==> src/rtl/peak_rank_collector_pkg.sv <==
// Shared widths, slot/peak types and FSM encoding for the peak rank collector.
package peak_pkg;
  localparam int DATA_LEN  = 64;
  localparam int INDEX_W   = 32;
  localparam int MAX_PEAKS = 8;
  localparam int CNT_W     = 7;
  localparam int RANK_W    = (MAX_PEAKS > 1) ? $clog2(MAX_PEAKS) : 1;

  typedef struct packed {
    logic [INDEX_W-1:0]  idx;
    logic [DATA_LEN-1:0] mag;
  } peak_t;

  typedef struct packed {
    logic  valid;
    peak_t pk;
  } slot_t;

  typedef enum logic {IDLE = 1'b0, DRAIN = 1'b1} state_t;

  function automatic logic [CNT_W-1:0] count_valid(input logic [MAX_PEAKS-1:0] v);
    logic [CNT_W-1:0] c;
    c = '0;
    for (int i = 0; i < MAX_PEAKS; i++) c = c + CNT_W'(v[i]);
    return c;
  endfunction
endpackage

==> src/rtl/peak_rank_collector_if.sv <==
// AXI-Stream beat bundle carrying the ranked {index, magnitude} list.
interface peak_rank_collector_if;
  import peak_pkg::*;
  logic [INDEX_W+DATA_LEN-1:0] tdata;
  logic                        tvalid;
  logic                        tready;
  logic                        tlast;

  modport master (output tdata, output tvalid, output tlast, input tready);
  modport slave  (input tdata, input tvalid, input tlast, output tready);
endinterface

==> src/rtl/peak_rank_collector_slot.sv <==
// One rank of the sorted collection bank: holds, takes the new peak, or takes
// the slot above when the new peak outranks an upper slot.
module peak_rank_slot
  import peak_pkg::*;
(
  input  logic  clk,
  input  logic  aresetn,
  input  peak_t i_new,
  input  logic  i_new_vld,
  input  logic  i_clear,
  input  slot_t i_upper,
  input  logic  i_upper_win,
  output slot_t o_slot,
  output slot_t o_next,
  output logic  o_win
);
  slot_t r_slot;

  // Equal magnitudes do not win, so the earlier arrival keeps the higher rank.
  always_comb begin
    o_win  = i_new_vld && (!r_slot.valid || (i_new.mag > r_slot.pk.mag));
    o_next = r_slot;
    if (o_win) begin
      if (i_upper_win) begin
        o_next = i_upper;
      end else begin
        o_next.valid = 1'b1;
        o_next.pk    = i_new;
      end
    end
  end

  always_ff @(posedge clk or negedge aresetn) begin
    if (!aresetn)     r_slot <= '0;
    else if (i_clear) r_slot <= '0;
    else              r_slot <= o_next;
  end

  assign o_slot = r_slot;
endmodule

==> src/rtl/peak_rank_collector.sv <==
// Keeps the MAX_PEAKS largest peaks of each frame and streams the ranked list
// of the previous frame out while the next frame is collected.
module peak_rank_collector
  import peak_pkg::*;
(
  input  logic                 clk,
  input  logic                 aresetn,
  input  logic [DATA_LEN-1:0]  peak_tdata,
  input  logic [INDEX_W-1:0]   peak_index,
  input  logic                 peak_tvalid,
  input  logic                 frame_last,
  peak_rank_collector_if.master m_axis,
  output logic [CNT_W-1:0]     peak_count,
  output logic                 frame_dropped
);
  peak_t                w_new;
  slot_t                w_slot [MAX_PEAKS];
  slot_t                w_next [MAX_PEAKS];
  logic                 w_win  [MAX_PEAKS];
  logic [MAX_PEAKS-1:0] w_next_vld;
  logic [CNT_W-1:0]     w_fill;

  assign w_new = {peak_index, peak_tdata};

  for (genvar g = 0; g < MAX_PEAKS; g++) begin : g_slot
    slot_t w_up;
    logic  w_up_win;
    if (g == 0) begin : g_top
      assign w_up     = '0;
      assign w_up_win = 1'b0;
    end else begin : g_chain
      assign w_up     = w_slot[g-1];
      assign w_up_win = w_win[g-1];
    end
    peak_rank_slot u_slot (
      .clk         (clk),
      .aresetn     (aresetn),
      .i_new       (w_new),
      .i_new_vld   (peak_tvalid),
      .i_clear     (frame_last),
      .i_upper     (w_up),
      .i_upper_win (w_up_win),
      .o_slot      (w_slot[g]),
      .o_next      (w_next[g]),
      .o_win       (w_win[g])
    );
    assign w_next_vld[g] = w_next[g].valid;
  end

  // Fill count after this cycle's insertion; that is what a snapshot captures.
  assign w_fill = count_valid(w_next_vld);

  state_t           r_state, w_state_nxt;
  logic [RANK_W-1:0] r_rank, w_rank_nxt;
  logic [CNT_W-1:0] r_count, w_count_nxt;
  logic             r_drop, w_drop_nxt;
  logic             w_snap, w_hs, w_last;
  peak_t            r_bank [MAX_PEAKS];

  assign w_last = (r_state == DRAIN) && (CNT_W'(r_rank) == r_count - 1'b1);
  assign w_hs   = (r_state == DRAIN) && m_axis.tready;

  always_comb begin
    w_state_nxt = r_state;
    w_rank_nxt  = r_rank;
    w_count_nxt = r_count;
    w_drop_nxt  = 1'b0;
    w_snap      = 1'b0;
    if (w_hs) begin
      if (w_last) w_state_nxt = IDLE;
      else        w_rank_nxt  = r_rank + 1'b1;
    end
    // A frame end coinciding with the final handshake is treated as idle.
    if (frame_last) begin
      if ((r_state == IDLE) || (w_hs && w_last)) begin
        w_snap      = 1'b1;
        w_count_nxt = w_fill;
        w_rank_nxt  = '0;
        w_state_nxt = (w_fill != '0) ? DRAIN : IDLE;
      end else begin
        w_drop_nxt  = 1'b1;
      end
    end
  end

  always_ff @(posedge clk or negedge aresetn) begin
    if (!aresetn) begin
      r_state <= IDLE;
      r_rank  <= '0;
      r_count <= '0;
      r_drop  <= 1'b0;
    end else begin
      r_state <= w_state_nxt;
      r_rank  <= w_rank_nxt;
      r_count <= w_count_nxt;
      r_drop  <= w_drop_nxt;
    end
  end

  always_ff @(posedge clk) begin
    if (w_snap) begin
      for (int i = 0; i < MAX_PEAKS; i++) r_bank[i] <= w_next[i].pk;
    end
  end

  assign m_axis.tvalid = (r_state == DRAIN);
  assign m_axis.tdata  = m_axis.tvalid ? r_bank[r_rank] : '0;
  assign m_axis.tlast  = w_last;
  assign peak_count    = r_count;
  assign frame_dropped = r_drop;
endmodule
==> src/flat_wrapper.sv <==
// flat-port wrapper written by rule: the top's interface ports become plain ports
module peak_rank_collector_flat import peak_pkg::*;
  (clk, aresetn, peak_tdata, peak_index, peak_tvalid, frame_last, peak_count, frame_dropped, m_axis_tdata, m_axis_tvalid, m_axis_tlast, m_axis_tready);
  peak_rank_collector_if m_axis_i ();
  input  logic clk;
  input  logic aresetn;
  input  logic [DATA_LEN-1:0] peak_tdata;
  input  logic [INDEX_W-1:0] peak_index;
  input  logic peak_tvalid;
  input  logic frame_last;
  output logic [CNT_W-1:0] peak_count;
  output logic frame_dropped;
  output wire logic [$bits(m_axis_i.tdata)-1:0] m_axis_tdata;
  output wire logic [$bits(m_axis_i.tvalid)-1:0] m_axis_tvalid;
  output wire logic [$bits(m_axis_i.tlast)-1:0] m_axis_tlast;
  input wire logic [$bits(m_axis_i.tready)-1:0] m_axis_tready;
  assign m_axis_tdata = m_axis_i.tdata;
  assign m_axis_tvalid = m_axis_i.tvalid;
  assign m_axis_tlast = m_axis_i.tlast;
  assign m_axis_i.tready = m_axis_tready;
  peak_rank_collector u_core (.clk(clk), .aresetn(aresetn), .peak_tdata(peak_tdata), .peak_index(peak_index), .peak_tvalid(peak_tvalid), .frame_last(frame_last), .m_axis(m_axis_i), .peak_count(peak_count), .frame_dropped(frame_dropped));
endmodule
==> config.mk <==
export PLATFORM = sky130hd
export DESIGN_NAME = peak_rank_collector_flat
export DESIGN_NICKNAME = d
export VERILOG_FILES = /design/src/rtl/peak_rank_collector_pkg.sv /design/src/rtl/peak_rank_collector_if.sv /design/src/rtl/peak_rank_collector_slot.sv /design/src/rtl/peak_rank_collector.sv /design/src/flat_wrapper.sv
export SDC_FILE = /design/constraint.sdc
export NUM_CORES = 2
export LEC_CHECK = 0
export ABC_AREA = 0
export BUFFER_PORTS_ARGS = -buffer_cell sky130_fd_sc_hd__buf_2
export CAP_MARGIN = 20
export CORE_MARGIN = 2
export CORE_UTILIZATION = 50
export DETAILED_ROUTE_END_ITERATION = 10
export PLACE_DENSITY = 0.7
export SLEW_MARGIN = 20
export SYNTH_ARGS = -nofsm -noshare
export SYNTH_HDL_FRONTEND = slang
export SYNTH_SLANG_ARGS = --single-unit
==> constraint.sdc <==
create_clock -name clk -period 64.1 [get_ports clk]
set_input_delay 3.205 -clock clk [delete_from_list [all_inputs] [get_ports clk]]
set_output_delay 3.205 -clock clk [all_outputs]
set_load 0.05 [all_outputs]
# ---- Word-level counts from Yosys, hierarchy flattened
# Memory sizes are Yosys's and may differ from the RTL's.
# Index checks and enable logic that the tools add are counted.
dict set report totals {
  output_inout_bits 106
  regBits 788
  mem_count 1
  inputBits 101
  ram_bits 768
  word_cells 117
}
dict set report classes {
  reduce_logical 30
  eq_ne 1
  bitwise 1
  magnitude_cmp 8
  mux 39
  addsub 9
}
# memory depth word_bits rd rd_clocked_by_memory_dff write_ports line_no
set memory_table {}
lappend memory_table {u_core.r_bank 8 96 1 0 8 peak_rank_collector.sv:58} ;# peak_t r_bank [MAX_PEAKS];
# operator n
set op_table {}
lappend op_table {{$mux 97} 23}
lappend op_table {{$gt 64x64->1} 8}
lappend op_table {{$mux 96} 1}
lappend op_table {{$add 7x1->7} 6}
lappend op_table {{$mux 3} 4}
lappend op_table {{$logic_and 1x1->1} 11}
lappend op_table {{$mux 1} 11}
lappend op_table {{$logic_or 1x1->1} 9}
lappend op_table {{$logic_not 1->1} 8}
lappend op_table {{$eq 3x7->1} 1}
lappend op_table {{$reduce_bool 7->1} 1}
lappend op_table {{$sub 7x1->7 const B} 1}
lappend op_table {{$add 3x1->3 const B} 1}
lappend op_table {{$add 1x1->2} 1}
lappend op_table {{$reduce_and 2->1} 1}
lappend op_table {{$not 1->1} 1}

# ---- Depth between registers and ports, before layout
dict set report logic_depth {
  word_depth 16
  mapped_depth 21
  depth_no_buf 20
}

# ---- Hierarchy
# A second synthesis with hierarchy kept.
dict set report hier_totals {
  hier_cells 7723
  area_unflattened_um2 94530.7
}
# mod area_each_um2 seq_area_each_um2 cells_per_inst instances
set modules_own_cells {}
lappend modules_own_cells {{peak_rank_slot at u_core.g_slot[0].u_slot ...} 8069.0 2427.3 793 7}
lappend modules_own_cells {peak_rank_collector 29774.8 23287.3 1296 1}
lappend modules_own_cells {{peak_rank_slot at u_core.g_slot[7].u_slot} 8272.9 2427.3 876 1}

# ---- Worst setup path after synthesis
# No wires, ideal clock.
dict set report synth_timing {
  kind {input to register}
  start {in frame_last}
  end {reg u_core.r_count[0], in the netlist u_core.peak_count[0]}
  arrival_ps 41856
  slack_ps 20728
  setup_time_ps 1516
  cell_stages 4
  n_path_buf 1
  required_ps 62584
  path_cell_list {clkbuf_1 > inv_1 > a21oi_1 > mux2i_1}
}
dict set report synth_via {
  elab_chain_len 1
}
# item line_no
set synth_rtl {}
lappend synth_rtl {{start: declaration} flat_wrapper.sv:10} ;# input logic frame_last;
lappend synth_rtl {{$reduce_and 2->1 (no source line)} --}
lappend synth_rtl {{end signal: assignment} peak_rank_collector.sv:95} ;# r_count <= w_count_nxt;
lappend synth_rtl {{end: declaration} peak_rank_collector.sv:55} ;# logic [CNT_W-1:0] r_count, w_count_nxt;
# Every way passes these cells.
# A chain may end at the register's enable or synchronous reset.

# ---- Worst setup path after layout
dict set report layout_timing {
  start {in peak_tdata[63]}
  end {reg u_core.r_state, in the netlist u_core.m_axis.tvalid}
}
dict set report layout_via {
  elab_chain_len 16
  elab_cells_between_ends 50
  classes_between {7 x add/sub; 8 x order compare; 18 x mux; 17 x reduce/logical}
}
# item line_no
set layout_rtl {}
lappend layout_rtl {{start: declaration} flat_wrapper.sv:7} ;# input logic [DATA_LEN-1:0] peak_tdata;
lappend layout_rtl {{$gt 64x64->1} peak_rank_collector_slot.sv:21} ;# o_win = i_new_vld && (!r_slot.valid || (i_new.mag > r_slot.pk.mag));
lappend layout_rtl {{$logic_or 1x1->1} peak_rank_collector_slot.sv:21}
lappend layout_rtl {{$logic_and 1x1->1} peak_rank_collector_slot.sv:21}
lappend layout_rtl {{$mux 97} peak_rank_collector_slot.sv:24} ;# if (i_upper_win) begin
lappend layout_rtl {{$mux 97} peak_rank_collector_slot.sv:23} ;# if (o_win) begin
lappend layout_rtl {{$add 1x1->2} peak_rank_collector_pkg.sv:24} ;# for (int i = 0; i < MAX_PEAKS; i++) c = c + CNT_W'(v[i]);
lappend layout_rtl {{$add 7x1->7 (5 in a row)} peak_rank_collector_pkg.sv:24}
lappend layout_rtl {{$add 7x1->7 *} peak_rank_collector_pkg.sv:24}
lappend layout_rtl {{via u_core.w_fill[1]} peak_rank_collector.sv:21} ;# logic [CNT_W-1:0] w_fill;
lappend layout_rtl {{$reduce_bool 7->1 *} peak_rank_collector.sv:79} ;# w_state_nxt = (w_fill != '0) ? DRAIN : IDLE;
lappend layout_rtl {{$mux 1 *} peak_rank_collector.sv:79}
lappend layout_rtl {{$mux 1 *} peak_rank_collector.sv:75} ;# if ((r_state == IDLE) || (w_hs && w_last)) begin
lappend layout_rtl {{$mux 1 *} peak_rank_collector.sv:74} ;# if (frame_last) begin
lappend layout_rtl {{via u_core.w_state_nxt} peak_rank_collector.sv:53} ;# state_t r_state, w_state_nxt;
lappend layout_rtl {{end signal: assignment} peak_rank_collector.sv:93} ;# r_state <= w_state_nxt;
lappend layout_rtl {{end: declaration} peak_rank_collector.sv:53}
# Mark *: on every way through the listed nets, which the timed path passes. The rest lies on a longest branch.

==> impl_metrics.tcl <==
set metrics [dict create \
    num_io_pins 207 \
    route.final.wire_length_microns 259000 \
    power_dens_cells_mw_per_mm2 35.9 \
    cts_resized 0 \
    numCtsBuffers 164 \
    cts-htree-levels 4 \
    synth_top_flop_cell "sky130_fd_sc_hd__dfrtp_1" \
    start_util 0.503 \
    sequentialPowerShare 0.394 \
    cp_data_arrival_time_ps 9560 \
    ys_async_sr_fraction 0.505 \
    relSlewSlack 0.137 \
    drtIter0Drc 7694 \
    antenna_found_initial 32 \
    start_kind "input port" \
    finalWeightedCongestion 0.923 \
    worstPathRequired_ps 64780 \
    number_of_flops_mapped_to_enable_cells_by_yosys 768 \
    sw_frac_of_total 0.367 \
    synthesis.yosys.warnings 0 \
    fin_crit_ps 8880 \
    synth_common_cells "sky130_fd_sc_hd__dfrtp_1, sky130_fd_sc_hd__edfxtp_1, sky130_fd_sc_hd__nand2_1, sky130_fd_sc_hd__nor2_1, sky130_fd_sc_hd__a21oi_1" \
    area_growth_pct 9.70 \
    totalNegativeSetupSlack_ps 0 \
    fin_crit_sh 0.138 \
    drt_first_pass_iters 7 \
    cts_setup_buffers 0 \
    share_clk_of_total_power 0.291 \
    vias_per_cell 6.51 \
    power.total_mw 3.31 \
    grt_first_pass_wirelength_microns 393000 \
    grt_setup_unrepaired "no" \
    clock_tree.buffer_depth 3 \
    final-max-slew-violation-count 0 \
    die-area_sq_mm 0.171 \
    route.antenna.remaining_nets 0 \
    dp_hpwl_microns 159000 \
    cts_hold_repair.buffers 0 \
    yosys.cell_count.top_type "sky130_fd_sc_hd__dfrtp_1" \
    wire_per_inst_microns 26.0 \
    cts_num_sinks 1553 \
    routed-via-count 64941 \
    synthesis.area_sq_mm 0.0839 \
    cts.root.buffer_cell "sky130_fd_sc_hd__clkbuf_16" \
    leakagePower_nw 36.1 \
    largest_driver_fanout_on_the_critical_path 26 \
    worst-slew-pin-transition_ps 1280 \
    timing_worst_setup_path_type "in2reg" \
    worst_setup_path_end_kind "flip-flop" \
    synthTopCellsByArea "sky130_fd_sc_hd__edfxtp_1, sky130_fd_sc_hd__dfrtp_1, sky130_fd_sc_hd__ha_1" \
    grtUsageTotal 0.303 \
    synth.distinct_cells 71 \
    share_of_the_synthesized_area_in_the_top_cell_type 0.275 \
    globalRouteOverflowTotal 0 \
    drc 0 \
    timing.fmax_mhz 113 \
    hp-class "reg2reg" \
    number_of_buffer_cells_added_on_primary_ports 203 \
    finish.net_count 8237 \
    drive_gt1_frac 0.104 \
    total_switching_power_mw 1.21 \
    vdd_drop_max_uv 45.2 \
    clk-insertion-delay-late_ps 860 \
    finClkSkew_ps 52.6 \
    die_span_in_x_microns 414 \
    synth_seq_cells 1553 \
    syn_inst 7666 \
    tritoncts "yes" \
    syn-mean-instance-area_sq_um 10.9 \
    placementRows 150 \
    synth.largest_area_cell "sky130_fd_sc_hd__edfxtp_1" \
    die-height_microns 414 \
    outcome "finished clean" \
    hold_viol_final 0 \
    drv_cap 0 \
    setup_viol_count_final 0 \
    floorplan.core_area_sq_mm 0.167 \
    grt_max_degree 213 \
    postLayoutCoreUtil 0.552 \
    comb_power_share 0.314 \
    first_global_vias 63991 \
    clkSlewWorstSetupHoldPaths_ps 60 \
    synth_sequential_area_ratio 0.509 \
    p_int_mw 2.09 \
]
==> layout make-up <==
cell class,instances,area [sq um]
clock inverters,72,828
fillers,13823,74800
flip-flops and latches,1553,42700
multi-input cells,5071,37300
repair buffers,291,1820
inverters,534,2010
clock buffers,238,4600
well taps,2204,2760
diodes,16,40.0
==> critical path, cell delays in order <==
cell,delay (ps)
sky130_fd_sc_hd__buf_2,220
sky130_fd_sc_hd__ha_1,370
sky130_fd_sc_hd__nand4_1,250
sky130_fd_sc_hd__nor4_1,680
sky130_fd_sc_hd__buf_4,280
sky130_fd_sc_hd__nand4_1,310
sky130_fd_sc_hd__a311oi_1,810
sky130_fd_sc_hd__or4_1,300
sky130_fd_sc_hd__and3_4,480
sky130_fd_sc_hd__mux2i_1,340
sky130_fd_sc_hd__fa_1,490
sky130_fd_sc_hd__fa_1,520
sky130_fd_sc_hd__fa_1,420
sky130_fd_sc_hd__inv_1,100
sky130_fd_sc_hd__fa_1,430
sky130_fd_sc_hd__and3b_1,220
sky130_fd_sc_hd__o21ai_0,70
==> state kept, by name (all words and copies together) (netlist names) <==
signal,cells
u_core.peak_count,4
u_core.frame_dropped,1
u_core.m_axis.tvalid,1
u_core.r_rank,3
u_core.g_slot.u_slot.o_slot,776
u_core.r_bank,768
==> logic make-up after synthesis <==
kind of cell / synth area share
adder cells (fa/ha/maj): 0.0781
XOR/XNOR: 0.000418
other: 0.0000447
AND/OR/NAND/NOR: 0.101
buffers and inverters: 0.0494
flip-flops: 0.509
AO/OA/AOI/OAI: 0.151
multiplexers: 0.111
==> cell usage in the layout, fill, tap and decap left out, types with 163 or more instances in the layout <==
cell type	count
sky130_fd_sc_hd__clkbuf_16	164
sky130_fd_sc_hd__mux4_2	192
sky130_fd_sc_hd__a211oi_1	358
sky130_fd_sc_hd__a311oi_1	323
sky130_fd_sc_hd__mux2i_1	393
sky130_fd_sc_hd__inv_1	533
sky130_fd_sc_hd__dfrtp_1	781
sky130_fd_sc_hd__a21oi_1	560
sky130_fd_sc_hd__buf_2	201
sky130_fd_sc_hd__ha_1	517
sky130_fd_sc_hd__edfxtp_1	768
sky130_fd_sc_hd__a31oi_1	327
sky130_fd_sc_hd__o21ai_0	163
sky130_fd_sc_hd__nand2_1	743
sky130_fd_sc_hd__nor2_1	725
==> final timing paths <==
check	endpoint	depth (start not counted)	start	slack (ps)
worst max-delay path	u_core.m_axis.tvalid	17	peak_tdata[63]	55220
worst min-delay path	u_core.g_slot[7].u_slot.o_slot[69]	2	u_core.g_slot[6].u_slot.o_slot[69]	550
worst max register to register	u_core.m_axis.tvalid	17	u_core.g_slot[5].u_slot.o_slot[61]	57400
worst min register to register	u_core.g_slot[7].u_slot.o_slot[69]	2	u_core.g_slot[6].u_slot.o_slot[69]	550
max in group asynchronous	u_core.g_slot[6].u_slot.o_slot[82]	4	aresetn	58460
min in group asynchronous	u_core.g_slot[7].u_slot.o_slot[39]	1	aresetn	2410
==> layer usage <==
metal | wire (microns) | up-vias | part of all wire | GRT usage
li1 | - | 28549 | - | -
met1 | 103000 | 32137 | 0.40 | 0.412
met2 | 118000 | 3557 | 0.45 | 0.465
met3 | 26300 | 670 | 0.10 | 0.0679
met4 | 11800 | 28 | 0.045 | 0.133
met5 | 184 | - | 0.00071 | 0
==> metrics by stage <==
stage / area [sq um] / std cells / setup slack [ps] / hold WS [ps]
floorplan: 83900 / 7668 / 20730 / 543
global placement: 86500 / 9653 / 54700 / 554
detailed placement: 86500 / 9653 / 54710 / 564
CTS: 92000 / 9963 / 55600 / 553
global route: 92000 / 9972 / 55170 / 582
finish: 92000 / 9979 / 55220 / 552
==> power groups by stage <==
stage	Combinational, mW	Clock, mW	Sequential (mW)
floorplan	0.738	0	1.53
global placement	1.03	0	1.32
detailed placement	1.04	0	1.32
CTS	1.04	0.973	1.30
global route	1.11	1.01	1.32
finish	1.04	0.964	1.30
Note: power is estimated with default switching activity, not from simulation.
